### config.mk
export PLATFORM = sky130hd
export DESIGN_NAME = loop_ctrl_fsm
export DESIGN_NICKNAME = d
export VERILOG_FILES = /design/src/rtl/interp_pkg.sv /design/src/rtl/loop_ctrl_fsm.sv
export SDC_FILE = /design/constraint.sdc
export NUM_CORES = 1
export LEC_CHECK = 0
export CAP_MARGIN = 20
export CELL_PAD_IN_SITES_DETAIL_PLACEMENT = 1
export CELL_PAD_IN_SITES_GLOBAL_PLACEMENT = 2
export CORE_MARGIN = 2
export CORE_UTILIZATION = 30
export DETAILED_ROUTE_END_ITERATION = 8
export DONT_BUFFER_PORTS = 1
export GPL_ROUTABILITY_DRIVEN = 0
export HOLD_SLACK_MARGIN = 0.15
export PLACE_DENSITY_LB_ADDON = 0.1
export SYNTH_ARGS = -nofsm -noshare
export SYNTH_HDL_FRONTEND = slang
export SYNTH_SLANG_ARGS = --single-unit
export TNS_END_PERCENT = 30
### constraint.sdc
create_clock -name CLK -period 4.35 [get_ports CLK]
set_input_delay 0.87 -clock CLK [delete_from_list [all_inputs] [get_ports CLK]]
set_output_delay 0.87 -clock CLK [all_outputs]
set_load 0.02 [all_outputs]
### src/rtl/interp_pkg.sv
// Shared definitions for the interpolation loop sequencer.
package interp_pkg;

  // Sequencer states.
  typedef enum logic [1:0] {
    ST_IDLE,
    ST_INIT,
    ST_RUN,
    ST_FIN
  } loop_state_t;

  // Default counter width.
  localparam int CNT_W_DEF = 4;

  // Default bounds cover the 4x4 neighbourhood -1..2 on both axes.
  localparam int BOUND_LO = -1;
  localparam int BOUND_HI = 2;

endpackage : interp_pkg

### src/rtl/loop_ctrl_fsm.sv
// Loop sequencer that walks a signed (I outer, J inner) index pair.
// The counter values live in external registers. This block computes their
// next value and write enable, and reads the current value back.
// Each iteration is handed downstream through a valid/ready handshake.
module loop_ctrl_fsm
  import interp_pkg::*;
#(
  parameter int CNT_W   = CNT_W_DEF,
  parameter int I_START = BOUND_LO,
  parameter int I_END   = BOUND_HI,
  parameter int J_START = BOUND_LO,
  parameter int J_END   = BOUND_HI
) (
  input  logic                    CLK,
  input  logic                    RST_SYNC,
  input  logic                    START,
  input  logic                    ABORT,
  input  logic signed [CNT_W-1:0] CNT_I,
  input  logic signed [CNT_W-1:0] CNT_J,
  output logic signed [CNT_W-1:0] CNT_I_NEXT,
  output logic                    CNT_I_WE,
  output logic signed [CNT_W-1:0] CNT_J_NEXT,
  output logic                    CNT_J_WE,
  output logic                    ITER_VALID,
  input  logic                    ITER_READY,
  output logic                    ITER_LAST,
  output logic                    BUSY,
  output logic                    DONE
);

  localparam int SMIN = -(2 ** (CNT_W - 1));
  localparam int SMAX = (2 ** (CNT_W - 1)) - 1;

  localparam logic signed [CNT_W-1:0] I_START_C = CNT_W'(I_START);
  localparam logic signed [CNT_W-1:0] I_END_C   = CNT_W'(I_END);
  localparam logic signed [CNT_W-1:0] J_START_C = CNT_W'(J_START);
  localparam logic signed [CNT_W-1:0] J_END_C   = CNT_W'(J_END);
  localparam logic signed [CNT_W-1:0] ONE_C     = CNT_W'(1);

  // Reject bounds that are reversed or do not fit the signed counter width.
  if (I_START > I_END || J_START > J_END) begin : g_bad_order
    $error("loop_ctrl_fsm: START must not exceed END");
  end
  if (I_START < SMIN || I_END > SMAX || J_START < SMIN || J_END > SMAX) begin : g_bad_width
    $error("loop_ctrl_fsm: bounds do not fit in CNT_W signed bits");
  end

  loop_state_t r_state;
  loop_state_t w_state_nxt;
  logic        w_last;

  // State register with synchronous reset.
  always_ff @(posedge CLK) begin
    if (RST_SYNC) begin
      r_state <= ST_IDLE;
    end else begin
      r_state <= w_state_nxt;
    end
  end

  // Next-state, counter next values and write enables, handshake outputs.
  always_comb begin
    w_state_nxt = r_state;
    CNT_I_NEXT  = '0;
    CNT_I_WE    = 1'b0;
    CNT_J_NEXT  = '0;
    CNT_J_WE    = 1'b0;
    ITER_VALID  = 1'b0;
    ITER_LAST   = 1'b0;
    DONE        = 1'b0;
    BUSY        = (r_state != ST_IDLE);
    w_last      = (CNT_I == I_END_C) && (CNT_J == J_END_C);

    unique case (r_state)
      ST_IDLE: begin
        if (START) begin
          w_state_nxt = ST_INIT;
        end
      end
      ST_INIT: begin
        if (ABORT) begin
          w_state_nxt = ST_IDLE;
        end else begin
          CNT_I_WE    = 1'b1;
          CNT_I_NEXT  = I_START_C;
          CNT_J_WE    = 1'b1;
          CNT_J_NEXT  = J_START_C;
          w_state_nxt = ST_RUN;
        end
      end
      ST_RUN: begin
        ITER_VALID = 1'b1;
        ITER_LAST  = w_last;
        // ABORT overrides an accepted iteration, so it suppresses all writes.
        if (ABORT) begin
          w_state_nxt = ST_IDLE;
        end else if (ITER_READY) begin
          if (w_last) begin
            w_state_nxt = ST_FIN;
          end else if (CNT_J != J_END_C) begin
            CNT_J_WE   = 1'b1;
            CNT_J_NEXT = CNT_J + ONE_C;
          end else begin
            CNT_J_WE   = 1'b1;
            CNT_J_NEXT = J_START_C;
            CNT_I_WE   = 1'b1;
            CNT_I_NEXT = CNT_I + ONE_C;
          end
        end
      end
      ST_FIN: begin
        DONE        = 1'b1;
        w_state_nxt = ST_IDLE;
      end
      default: begin
        w_state_nxt = ST_IDLE;
      end
    endcase
  end

endmodule : loop_ctrl_fsm

==> results.md <==
- The run finished with clean final reports.
- Synthesis inferred 2 register bits.
- The fraction of met3 tracks used by global routing is 5.53%.
- In the final layout, the registers with the most flip-flops are r_state (2).
- The count of endpoints failing hold in the final timing report is 0.
- The Yosys step of the flow raised 0 warnings.
- The final-stage net count is 90.
- The area growth from synthesis to layout is 9.26%.
- The relative max-transition margin is 54.3%.
- Ranked by flip-flop count, first place goes to r_state.
- The clock passes through at most 2 buffers.
- The period utilization is 73.0%.
- Setup repair after global routing left no endpoint under its margin.
- The predominant post-synthesis flop cell is sky130_fd_sc_hd__dfxtp_1.
- The TritonCTS buffer count is 3.
- The clock latency reported for the late side of the worst-skew pair is approximately 0.22 ns.
- In this run the clock root is driven by a sky130_fd_sc_hd__clkbuf_4.
- The number of nets in the synthesized netlist is 85.
- The portion of the post-synthesis area used by sequential elements is about 8.7%.
- The number of antenna diodes in the final layout is 0.
- Adding up every negative setup slack in the final design gives 0 ns.
- CTS built an H-tree with a depth of 1.
- The standard cell core area is 1470 sq um.
- The path type of the worst min-delay path is reg2reg.
- Input and output buffers added on the ports amount to 0.
- The post-layout minimum cycle time is around 3.2 ns.
- The register with the most flip-flops in the layout has 2 of them.
- The post-CTS setup buffer count is 0.
- The number of hold buffers added after CTS is 0.
- The post-synthesis async set-or-reset flop share is 0%.
- The worst-margin pin slew is a little under 0.7 ns.
- The fraction of post-synthesis cell area in the top cell type by area is 24.5%.
- Based on the critical path, the design can be clocked at up to 315 MHz.
- For this configuration, the core starts out at a cell density of 31.2%.
- The detail route stage leaves a number of antenna-violating nets equal to 0.
- By area the synthesized netlist is led by sky130_fd_sc_hd__ha_1 (25%), sky130_fd_sc_hd__dfxtp_1 (8.7%), sky130_fd_sc_hd__inv_1 (8.2%).
- The cell count after synthesis is 63.
- The synthesized netlist occupies a cell area of 459 sq um.
- Across the VDD grid, the largest voltage drop is 111 uV.
- Averaged over all synthesized cells, the footprint is between 7 and 8 sq um.
- Data on the critical path is required at its endpoint by 3.48 ns.
- The share of final-layout standard cells stronger than drive strength 1 is about 9.1%.
- The total overflow left after global routing is 0.
- Once the clock tree was built, the resizer swapped 0 gates to a different size.
- The number of distinct library cells after synthesis is 26.
- The analysis attributes to cell leakage a power of about 0.23 nW.
- The leading cell type by number of instances after synthesis is sky130_fd_sc_hd__inv_1.
- The via count of the first global-routing pass is roughly 430.
- The global routing met2 resource utilization is between 10% and 20%.
- The total number of placement rows is 14.
- The clock sink total is 2.
- The number of enable flip-flop cells after synthesis is 0.
- The routing usage on met1 is 15.5%.
- TritonCTS built the clock tree.
- From left edge to right edge, the die measures 43.1 um.
- The die is 43.1 um tall.
- The final layout contains routed wiring with a total length of 1.08 mm.
- The final count of negative-setup-slack endpoints is 0.
- The post-detailed-placement half-perimeter wirelength is about 940 um.
- The initial antenna violation count came to 0.
- The I/O pin count is 27.
- The global-route wire length before repair is 1.69 mm.
- The maximum fanout along the worst path is 5.
- The type of the worst setup path is in2out.
- After detailed routing, the number of remaining DRC violations is 0.
- The number of DRC violations after detailed-routing iteration 0 is 2.
- The die covers 1860 sq um.
- Dividing total power by cell area gives a power density of 200 nW/um^2.
- After the flow finishes, the layout carries non-filler instances totaling a little over 80.
- Summing over every cut layer, the via total after detailed routing is 432.
- Of all cell types, the one taking the most synthesized area is sky130_fd_sc_hd__ha_1.
- Across the run, the number of max-cap violations was 0.
- After global routing, the most crowded layer is met2.
- By count the netlist is led by sky130_fd_sc_hd__inv_1 (10), sky130_fd_sc_hd__ha_1 (9), sky130_fd_sc_hd__nor2_1 (6), sky130_fd_sc_hd__o21ai_0 (5), sky130_fd_sc_hd__a21oi_1 (4).
- In the routed layout, each cell is associated on average with a via count of between 5 and 6.
- The total count of max-transition violations in the final report was 0.
- STA classifies the critical path startpoint as an input port.
- The overall fraction of global-route tracks in use is between 10 and 15%.
- The detailed-route wire length per cell is 13.1 um.
- The first detailed-routing pass took 3 iterations.
- Counting tap cells, the placed design contains a total of 79 instances.
- The clock edge transition at the registers on the reported setup and hold paths is 0.03 ns.
- For the worst setup path, the data arrival time is approximately 2.3 ns.
- STA classifies the critical path endpoint as a primary output.
- The setup clock skew after layout is 0.00325 ns.
- Entering global routing, the biggest net connects 9 pins.
## metrics by stage
stage | area [sq um] | hold WS, ns | utilization [%] | setup slack, ns | power [mW]
after floorplan | 459 | 0.517 | - | 1.25 | 0.0544
after detailed placement | 479 | 0.560 | 32.6 | 1.16 | 0.0616
after global placement | 479 | 0.564 | 32.6 | 1.19 | 0.0609
final | 502 | 0.559 | 34.1 | 1.18 | 0.100
after CTS | 502 | 0.565 | 34.1 | 1.16 | 0.104
after global routing | 502 | 0.586 | 34.1 | 1.12 | 0.108
## cell families after synthesis
family | synth area share, %
AND/OR/NAND/NOR | 28.3
AO/OA/AOI/OAI | 26.4
buffers and inverters | 8.18
adder cells (fa/ha/maj) | 24.5
XOR/XNOR | 3.82
flip-flops | 8.72
## cells in the final DEF, fill, tap and decap left out, types with 2 or more instances in the layout
master / netlist / layout
sky130_fd_sc_hd__inv_1: 10 / 10
sky130_fd_sc_hd__nand3_1: 3 / 3
sky130_fd_sc_hd__ha_1: 9 / 9
sky130_fd_sc_hd__o21ai_0: 5 / 5
sky130_fd_sc_hd__o21a_1: 3 / 3
sky130_fd_sc_hd__a21oi_1: 4 / 4
sky130_fd_sc_hd__a21boi_0: 3 / 3
sky130_fd_sc_hd__nor2_1: 6 / 6
sky130_fd_sc_hd__dfxtp_1: 2 / 2
sky130_fd_sc_hd__nand4_1: 2 / 2
sky130_fd_sc_hd__clkbuf_4: 0 / 3
## where the power goes
part           total [mW]  switching [mW]  internal (mW)
Sequential         0.0213         0.00127         0.0200
Clock              0.0399         0.00950         0.0304
Combinational      0.0392          0.0256         0.0136
## critical path, stage by stage
cell,delay (ns)
sky130_fd_sc_hd__inv_1,0.04
sky130_fd_sc_hd__ha_1,0.15
sky130_fd_sc_hd__nor3b_4,0.26
sky130_fd_sc_hd__or3b_4,0.44
sky130_fd_sc_hd__a21boi_0,0.55
## cell type report
cell class,count,area (sq um)
fill,195,970
multi-input combinational,51,382
sequential,2,40.0
inverter,10,37.5
clock buffer,3,22.5
tap,16,20.0
## path summary, 6_finish.rpt
| check | end | slack [ns] | depth (start not counted) | startpoint |
|---|---|---|---|---|
| worst max-delay path | CNT_I_WE | 1.18 | 5 | CNT_J[0] |
| worst min-delay path | r_state[1]$_SDFFE_PP0P_ | 0.56 | 1 | r_state[1]$_SDFFE_PP0P_ |
| worst max register to register | r_state[0]$_SDFFE_PP0P_ | 2.62 | 6 | r_state[0]$_SDFFE_PP0P_ |
| worst min register to register | r_state[1]$_SDFFE_PP0P_ | 0.56 | 1 | r_state[1]$_SDFFE_PP0P_ |
## metal layers
layer / wire length (um) / share of wire, %
met1: 514 / 48
met2: 454 / 42
met3: 109 / 10
met4: 0 / 0
met5: 0 / 0
Power figures use the tool's default switching activity.
